**config.mk**
```make
export PLATFORM = sky130hd
export DESIGN_NAME = mul_seq_ctrl
export DESIGN_NICKNAME = d
export VERILOG_FILES = /design/src/rtl/mul_pkg.sv /design/src/rtl/mul_shift_add.sv /design/src/rtl/mul_seq_ctrl.sv
export SDC_FILE = /design/constraint.sdc
export NUM_CORES = 1
export LEC_CHECK = 0
export CAP_MARGIN = 20
export CORE_MARGIN = 2
export CORE_UTILIZATION = 47
export CTS_CLUSTER_SIZE = 16
export DETAILED_ROUTE_END_ITERATION = 10
export PLACE_DENSITY_LB_ADDON = 0.3
export SYNTH_ARGS = -nofsm -noshare
export SYNTH_HDL_FRONTEND = slang
export SYNTH_SLANG_ARGS = --single-unit
```
**constraint.sdc**
```tcl
create_clock -name clock -period 1.68 [get_ports clock]
set_input_delay 0.168 -clock clock [delete_from_list [all_inputs] [get_ports clock]]
set_output_delay 0.168 -clock clock [all_outputs]
set_load 0.02 [all_outputs]
```
**src/rtl/mul_pkg.sv**
```systemverilog
// Shared definitions for the sequential shift-add multiplier controller.
package mul_pkg;

    localparam int unsigned STATE_W = 2;

    typedef enum logic [STATE_W-1:0] {
        ST_IDLE = 2'd0,
        ST_RUN  = 2'd1,
        ST_DONE = 2'd2
    } mul_state_e;

endpackage

```
**src/rtl/mul_shift_add.sv**
```systemverilog
// Shift-add datapath: accumulator plus shifting multiplicand and multiplier registers.
module mul_shift_add #(
    parameter int unsigned WIDTH = 4
) (
    input  logic                 clock,
    input  logic                 reset_n,
    input  logic                 load,
    input  logic                 iterate,
    input  logic [WIDTH-1:0]     multiplicand,
    input  logic [WIDTH-1:0]     multiplier,
    output logic [2*WIDTH-1:0]   acc,
    output logic [2*WIDTH-1:0]   acc_next
);

    logic [2*WIDTH-1:0] acc_q;
    logic [2*WIDTH-1:0] mcand_q;
    logic [WIDTH-1:0]   mplier_q;

    // Value the accumulator takes if this cycle iterates; lets the top capture
    // the final product on the same edge as the last add.
    always_comb begin
        acc_next = acc_q;
        if (mplier_q[0]) begin
            acc_next = acc_q + mcand_q;
        end
    end

    always_ff @(posedge clock) begin
        if (!reset_n) begin
            acc_q    <= '0;
            mcand_q  <= '0;
            mplier_q <= '0;
        end else if (load) begin
            acc_q    <= '0;
            mcand_q  <= {{WIDTH{1'b0}}, multiplicand};
            mplier_q <= multiplier;
        end else if (iterate) begin
            acc_q    <= acc_next;
            mcand_q  <= mcand_q << 1;
            mplier_q <= mplier_q >> 1;
        end
    end

    assign acc = acc_q;

endmodule

```
**src/rtl/mul_seq_ctrl.sv**
```systemverilog
// Sequencing controller: start handshake, auto/manual iteration gating,
// iteration counter and held result register around the shift-add datapath.
module mul_seq_ctrl
    import mul_pkg::*;
#(
    parameter int unsigned WIDTH  = 4,
    localparam int unsigned ITER_W = $clog2(WIDTH + 1)
) (
    input  logic                 clock,
    input  logic                 reset_n,
    input  logic                 start,
    input  logic                 step_mode,
    input  logic                 step,
    input  logic [WIDTH-1:0]     multiplicand,
    input  logic [WIDTH-1:0]     multiplier,
    output logic                 busy,
    output logic                 done,
    output logic [2*WIDTH-1:0]   result,
    output logic [ITER_W-1:0]    iter,
    output logic [STATE_W-1:0]   state
);

    mul_state_e          state_q, state_d;
    logic [ITER_W-1:0]   iter_q;
    logic [2*WIDTH-1:0]  result_q;
    logic [2*WIDTH-1:0]  acc;
    logic [2*WIDTH-1:0]  acc_next;
    logic                load;
    logic                iterate;
    logic                last_iter;

    assign last_iter = (iter_q == ITER_W'(WIDTH - 1));

    always_comb begin
        state_d = state_q;
        load    = 1'b0;
        iterate = 1'b0;
        unique case (state_q)
            ST_IDLE: begin
                if (start) begin
                    load    = 1'b1;
                    state_d = ST_RUN;
                end
            end
            ST_RUN: begin
                // Step pulses only matter in manual mode; auto mode fires every cycle.
                if (!step_mode || step) begin
                    iterate = 1'b1;
                    if (last_iter) begin
                        state_d = ST_DONE;
                    end
                end
            end
            ST_DONE: state_d = ST_IDLE;
            default: state_d = ST_IDLE;
        endcase
    end

    always_ff @(posedge clock) begin
        if (!reset_n) begin
            state_q  <= ST_IDLE;
            iter_q   <= '0;
            result_q <= '0;
        end else begin
            state_q <= state_d;
            if (load) begin
                iter_q <= '0;
            end else if (iterate) begin
                iter_q <= iter_q + 1'b1;
                if (last_iter) begin
                    result_q <= acc_next;
                end
            end
        end
    end

    mul_shift_add #(
        .WIDTH (WIDTH)
    ) u_shift_add (
        .clock        (clock),
        .reset_n      (reset_n),
        .load         (load),
        .iterate      (iterate),
        .multiplicand (multiplicand),
        .multiplier   (multiplier),
        .acc          (acc),
        .acc_next     (acc_next)
    );

    assign busy   = (state_q == ST_RUN) || (state_q == ST_DONE);
    assign done   = (state_q == ST_DONE);
    assign result = result_q;
    assign iter   = iter_q;
    assign state  = state_q;

endmodule
```
=== Yosys cells after proc, flatten, opt, wreduce, memory -nomap -nowiden ===
Cells that the tools add are included.
Widths: inputs -> output; s select.

* Bits in registers: 33
* Input port bits: 13
* Word-level logic and storage cells: 38
* Output and inout bits: 15

* Bitwise gates (word level): 2
* Multiplexer cells: 13
* Reduce and logical (&&, ||, !) cells: 8
* Add/subtract/negate cells: 2
* Equality and inequality tests: 6

{| class="wikitable"
|+ Operators by type and width
! operator !! count
|-
| $mux 4 || 4
|-
| $add 8x8->8 || 1
|-
| $mux 8 || 1
|-
| $mux 2 || 3
|-
| $ne 2x2->1 const B || 3
|-
| $reduce_and 3->1 || 2
|-
| $mux 1 || 4
|-
| $pmux 2 s2 || 1
|-
| $add 3x1->3 const B || 1
|-
| $eq 3x2->1 const B || 1
|-
| $eq 2x1->1 const B || 1
|-
| $eq 2x2->1 const B || 1
|-
| $logic_not 2->1 || 1
|-
| $logic_or 1x1->1 || 2
|-
| $not 1->1 || 2
|-
| $reduce_bool 2->1 || 1
|-
| $reduce_or 2->1 || 1
|-
| $logic_not 1->1 || 1
|}

=== Logic depth before layout (Yosys ltp) ===
* Depth in word-level cells: 6
* Depth in mapped cells: 8
* Gate-level depth less buffers: 8

=== Cells and area by module ===
A second synthesis with hierarchy kept.

* Cells, all modules: 226
* Area total of the unflattened synthesis: 1950.6 um^2

{| class="wikitable"
|+ By module, submodules not included
! module !! cells an instance !! area each (um^2) !! sequential area each (um^2) !! instances
|-
| mul_shift_add || 152 || 1285.0 || 400.4 || 1
|-
| mul_seq_ctrl || 74 || 665.6 || 260.2 || 1
|}

=== Worst setup path before layout ===
OpenSTA, ideal clock, no wires.

* Kind: register to register
* Start: register u_shift_add.acc_q[0] (netlist: u_shift_add.acc[0])
* End: register u_shift_add.acc_q[6] (netlist: u_shift_add.acc[6])
* Required time: 1.543 ns
* Library setup time: 0.137 ns
* Period minus slack after synthesis: 1.807 ns
* Path slack: -0.127 ns
* Buffers on the path: 0
* Cell stages (with the launch flop): 9
* Data arrival time: 1.670 ns
* Cell sequence: dfxtp_1 ha_1 inv_1 fa_1 nand2b_1 a21oi_1 mux2i_1 a211oi_1 a211oi_1

* Word-level cells in the longest chain between the ends: 2

{| class="wikitable"
|+ RTL lines
! item !! line !! source
|-
| start, declared || mul_shift_add.sv:15 || <nowiki>logic [2*WIDTH-1:0] acc_q;</nowiki>
|-
| start signal, assigned || mul_shift_add.sv:38 || <nowiki>acc_q <= acc_next;</nowiki>
|-
| $add 8x8->8 || mul_shift_add.sv:24 || <nowiki>acc_next = acc_q + mcand_q;</nowiki>
|-
| $mux 8 || mul_shift_add.sv:23 || <nowiki>if (mplier_q[0]) begin</nowiki>
|}

Every way passes these cells.
A chain may end at the register's enable or synchronous reset.

=== Worst setup path after layout ===
Ends and elaborated chain as after synthesis.

==> metrics.txt <==
# TYPE chip_impl_metric gauge
chip_impl_info{name="outcome",value="finished with violations"} 1
chip_impl_info{name="violations",value="setup timing"} 1
chip_impl_info{name="synthFlopType",value="sky130_fd_sc_hd__dfxtp_1"} 1
chip_impl_metric{name="slew_headroom",unit=""} 0.8030
chip_impl_metric{name="max_clock_freq",unit="MHz"} 580.0
chip_impl_metric{name="place.gp.congestion",unit=""} 0.8432
chip_impl_metric{name="drt_iter0_drc",unit=""} 118
chip_impl_metric{name="fill_cells",unit=""} 291
chip_impl_info{name="cts-root-buf",value="sky130_fd_sc_hd__clkbuf_8"} 1
chip_impl_metric{name="place.detailed.hpwl",unit="µm"} 2787
chip_impl_metric{name="pin_count_of_the_biggest_net_entering_global_routing",unit=""} 21
chip_impl_metric{name="antenna_found_initial",unit=""} 0
chip_impl_metric{name="ctsHtreeMaxLevel",unit=""} 2
chip_impl_metric{name="synthAdderAreaFrac",unit=""} 0.1127
chip_impl_metric{name="setup_tns",unit="ps"} -59.67
chip_impl_metric{name="timing.final.crit_share",unit=""} 1.026
chip_impl_info{name="critical_path.startpoint_type",value="flip-flop"} 1
chip_impl_metric{name="drt_pre_antenna_iters",unit=""} 4
chip_impl_info{name="ys_top_cells_by_count",value="sky130_fd_sc_hd__dfxtp_1, sky130_fd_sc_hd__nand2_1, sky130_fd_sc_hd__nor2_1"} 1
chip_impl_metric{name="crit_arrival",unit="ps"} 1920
chip_impl_metric{name="ff2ff_setup_slack",unit="ps"} -40
chip_impl_metric{name="grt_pass1_vias",unit=""} 1463
chip_impl_metric{name="synth_mux_area_frac",unit=""} 0.06358
chip_impl_metric{name="core.rowCount",unit=""} 22
chip_impl_info{name="reg2reg_from",value="u_shift_add.acc[0]$_SDFFE_PP0N_"} 1
chip_impl_metric{name="layout.core_utilization",unit=""} 0.6718
chip_impl_metric{name="cp_max_fanout",unit=""} 2
chip_impl_metric{name="die-area",unit="mm²"} 0.004186
chip_impl_info{name="slowest_stage",value="sky130_fd_sc_hd__dfxtp_2"} 1
chip_impl_metric{name="grt_first_pass_wirelength",unit="µm"} 6686
chip_impl_info{name="yosys-top-cells-area",value="sky130_fd_sc_hd__dfxtp_1, sky130_fd_sc_hd__ha_1, sky130_fd_sc_hd__mux2i_1"} 1
chip_impl_metric{name="detailroute.via_count",unit=""} 1558
chip_impl_metric{name="num_antenna_cells",unit=""} 0
chip_impl_metric{name="total_number_of_yosys_warnings",unit=""} 0
chip_impl_metric{name="ctsLongestPathBuffers",unit=""} 2
chip_impl_metric{name="areaGrowthSynthToFinish",unit="%"} 39.88
chip_impl_metric{name="seq_area_frac_synth",unit=""} 0.3815
chip_impl_info{name="reg2reg_to",value="u_shift_add.acc[6]$_SDFFE_PP0N_"} 1
chip_impl_metric{name="yosys.cell_types.count",unit=""} 37
chip_impl_info{name="worst_setup_path_endpoint",value="u_shift_add.acc[6]$_SDFFE_PP0N_"} 1
chip_impl_metric{name="drv_cap",unit=""} 0
chip_impl_metric{name="post_synth_inst_count",unit=""} 198
chip_impl_metric{name="synth_async_sr_flop_share",unit=""} 0
chip_impl_metric{name="tightestPinTransition",unit="ps"} 294.3
chip_impl_metric{name="crit_required",unit="ps"} 1880
chip_impl_metric{name="synthXorXnorAreaFrac",unit=""} 0.02529
chip_impl_info{name="worst_setup_path_startpoint",value="u_shift_add.acc[0]$_SDFFE_PP0N_"} 1
chip_impl_metric{name="place_worst_setup_slack",unit="ps"} -90.64
chip_impl_metric{name="clock_transition_at_the_registers_of_the_reported_paths",unit="ps"} 70
chip_impl_metric{name="clk-insertion-delay-late",unit="ps"} 280
chip_impl_metric{name="hold_ws",unit="ps"} 470.4
chip_impl_metric{name="fp.dieH",unit="µm"} 64.70
chip_impl_info{name="synth_top_family_by_area",value="compound AO/OA/AOI/OAI gates"} 1
chip_impl_metric{name="final-seq-area",unit="µm²"} 668.1
chip_impl_metric{name="clock-skew-final",unit="ps"} 4.514
chip_impl_info{name="synth.most_common_cell",value="sky130_fd_sc_hd__dfxtp_1"} 1
chip_impl_metric{name="synth_top_cell_area_share",unit=""} 0.3815
chip_impl_metric{name="num_io_pins",unit=""} 28
chip_impl_info{name="criticalPathCategory",value="reg -> reg"} 1
chip_impl_metric{name="pwr_density_cell",unit="mW/mm²"} 1130
chip_impl_metric{name="post_detailed_route_via_to_cell_ratio",unit=""} 5.281
chip_impl_metric{name="route.detailed.wl_per_inst",unit="µm"} 13.64
chip_impl_metric{name="ant_nets",unit=""} 0
chip_impl_metric{name="layout.nets",unit=""} 274
chip_impl_metric{name="initial_core_util",unit=""} 0.4802
chip_impl_info{name="tritoncts_clock_tree",value="yes"} 1
chip_impl_metric{name="highest_ir_drop_seen_on_vdd",unit="mV"} 0.7149
chip_impl_metric{name="r2r_cells",unit=""} 8
chip_impl_metric{name="fraction_of_the_mapped_netlist_area_in_simple_logic_gates",unit=""} 0.1647
chip_impl_metric{name="synth.ff_latch_count",unit=""} 33
chip_impl_metric{name="syn_avg_cell_area",unit="µm²"} 8.746
chip_impl_info{name="synthDominantAreaCellType",value="sky130_fd_sc_hd__dfxtp_1"} 1
chip_impl_metric{name="synthesis.area",unit="mm²"} 0.001732
chip_impl_metric{name="placement.io_buffers",unit=""} 27
chip_impl_metric{name="timing_max_transition_violations_final",unit=""} 0
chip_impl_metric{name="synth.net_count",unit=""} 226
chip_impl_info{name="crit_path_cell_trace",value="ha_4 -> inv_2 -> fa_2 -> nand2b_4 -> a21oi_4 -> mux2i_1 -> a211oi_2 -> a211oi_1"} 1
chip_impl_info{name="holdCritPathClass",value="in -> reg"} 1
chip_impl_metric{name="gr-usage-all-layers",unit=""} 0.2105
chip_impl_metric{name="finalWorstPathRequiredPeriod",unit="ps"} 1724
chip_impl_metric{name="globalRouteOverflowTotal",unit=""} 0
chip_impl_metric{name="multi_input_area",unit="mm²"} 0.001114
chip_impl_info{name="timing.critical_path.to_type",value="flip-flop"} 1
chip_impl_metric{name="clkSinkCount",unit=""} 33
chip_impl_metric{name="placeableCoreArea",unit="mm²"} 0.003606
chip_impl_metric{name="setup_viol",unit=""} 2
chip_impl_metric{name="timing_hold_violations_final",unit=""} 0
chip_impl_info{name="rsz0062_at_grt",value="yes"} 1
chip_impl_metric{name="drive_gt1_frac",unit=""} 0.2267
chip_impl_metric{name="max_stage_delay_on_crit_path",unit="ps"} 350
chip_impl_metric{name="drc_errors",unit=""} 0
chip_impl_metric{name="cts_made_buffers",unit=""} 5
chip_impl_metric{name="drt-total-wl",unit="µm"} 4023
chip_impl_metric{name="leakagePower",unit="nW"} 0.9833
chip_impl_metric{name="synth_area_in_compound_gates",unit=""} 0.2095
chip_impl_metric{name="cts-hold-fix-buffers",unit=""} 0
chip_impl_metric{name="number_of_enable_flip_flop_cells_after_synthesis",unit=""} 0
chip_impl_metric{name="layout_setup_ws",unit="ps"} -44.17
chip_impl_metric{name="chip_width",unit="µm"} 64.70
cell usage in the layout, fill, tap and decap left out, types with 2 or more instances in the layout:
cell	netlist	routed
sky130_fd_sc_hd__dfxtp_1	33	27
sky130_fd_sc_hd__nand3_1	7	7
sky130_fd_sc_hd__clkdlybuf4s50_1	0	25
sky130_fd_sc_hd__nand2b_1	3	2
sky130_fd_sc_hd__ha_4	0	3
sky130_fd_sc_hd__mux2i_1	11	10
sky130_fd_sc_hd__ha_2	0	2
sky130_fd_sc_hd__a21boi_0	3	2
sky130_fd_sc_hd__a211oi_2	2	2
sky130_fd_sc_hd__clkbuf_8	0	5
sky130_fd_sc_hd__ha_1	14	9
sky130_fd_sc_hd__inv_1	9	8
sky130_fd_sc_hd__a311oi_1	2	2
sky130_fd_sc_hd__a211oi_1	5	4
sky130_fd_sc_hd__buf_4	0	20
sky130_fd_sc_hd__xor2_1	3	3
sky130_fd_sc_hd__nor2b_1	4	4
sky130_fd_sc_hd__o211ai_1	4	4
sky130_fd_sc_hd__buf_6	0	2
sky130_fd_sc_hd__nor2_1	18	16
sky130_fd_sc_hd__xnor2_1	2	2
sky130_fd_sc_hd__nand2_1	27	27
sky130_fd_sc_hd__a21oi_1	16	14
sky130_fd_sc_hd__nor2_4	0	2
sky130_fd_sc_hd__o21ai_0	5	5
sky130_fd_sc_hd__clkinv_2	0	2
sky130_fd_sc_hd__o211a_1	6	6
sky130_fd_sc_hd__dfxtp_2	0	6
metal layers:
| metal | part of all wire | vias up | wire [µm] | track usage |
|---|---|---|---|---|
| met4 | 0.022 | 0 | 90 | 0.08777 |
| met3 | 0.043 | 13 | 171 | 0.04340 |
| met2 | 0.46 | 45 | 1869 | 0.3415 |
| met1 | 0.47 | 710 | 1893 | 0.2716 |
| met5 | 0 | - | 0 | 0 |
| li1 | - | 790 | - | - |
repair_timing:
action                     CTS  global route
resized for setup           17            10
buffers inserted             2             0
setup endpoints to repair    7            12
pin swaps                    7             9
registers in the layout, summed over array words and instances (netlist names):
signal	cells
u_shift_add.acc	8
u_shift_add.mcand_q	8
u_shift_add.mplier_q	4
state	2
result	8
iter	3
power breakdown:
group | switching, mW | internal, mW | leakage [nW]
clock network | 0.286 | 0.287 | 0.0450
logic | 0.640 | 0.527 | 0.668
registers | 0.102 | 0.896 | 0.271
worst min path at each step:
stage                                             start                                    to  slack [ps]  cells after the start
CTS                                       multiplier[3]  u_shift_add.mplier_q[3]$_SDFFE_PN0P_         470                      3
finish                                    multiplier[3]  u_shift_add.mplier_q[3]$_SDFFE_PN0P_         470                      3
floorplan                                       reset_n                 state[0]$_SDFFE_PN0P_         300                      1
detailed placement  u_shift_add.mcand_q[7]$_SDFFE_PP0N_   u_shift_add.mcand_q[7]$_SDFFE_PP0N_         470                      2
global route        u_shift_add.mcand_q[7]$_SDFFE_PP0N_   u_shift_add.mcand_q[7]$_SDFFE_PP0N_         490                      2
global placement    u_shift_add.mcand_q[7]$_SDFFE_PP0N_   u_shift_add.mcand_q[7]$_SDFFE_PP0N_         460                      2
kinds of logic after synthesis:
family                     Yosys count
DFF                                 33
and+or+nand+nor                     65
xor gates and xnor gates             5
muxes                               11
AOI/OAI and AO/OA                   51
buffers and inverters               18
adders and majority gates           15
final cells by class:
cell class / count / share of cell area
flip-flops and latches: 33 / 0.2758
well taps: 48 / 0.02479
multi-input cells: 147 / 0.4597
repair buffers: 50 / 0.1916
clock buffers: 6 / 0.02996
inverters: 9 / 0.01395
clock inverters: 2 / 0.004132
critical path: cells and delay by family (launching register included):
kind / cells / cell delay [ps]
adders and majority gates: 2 / 470
muxes: 1 / 230
AOI/OAI and AO/OA: 3 / 390
and+or+nand+nor: 1 / 170
DFF: 1 / 350
buffers and inverters: 1 / 30
stage by stage:
stage / area, µm² / power [mW] / instances
floorplan: 1750 / 1.693 / 198
global placement: 2211 / 2.085 / 285
detailed placement: 2211 / 2.097 / 285
CTS: 2387 / 2.710 / 295
global route: 2422 / 2.913 / 295
finish: 2422 / 2.736 / 295
No activity file was read; power rests on OpenSTA's default activity.
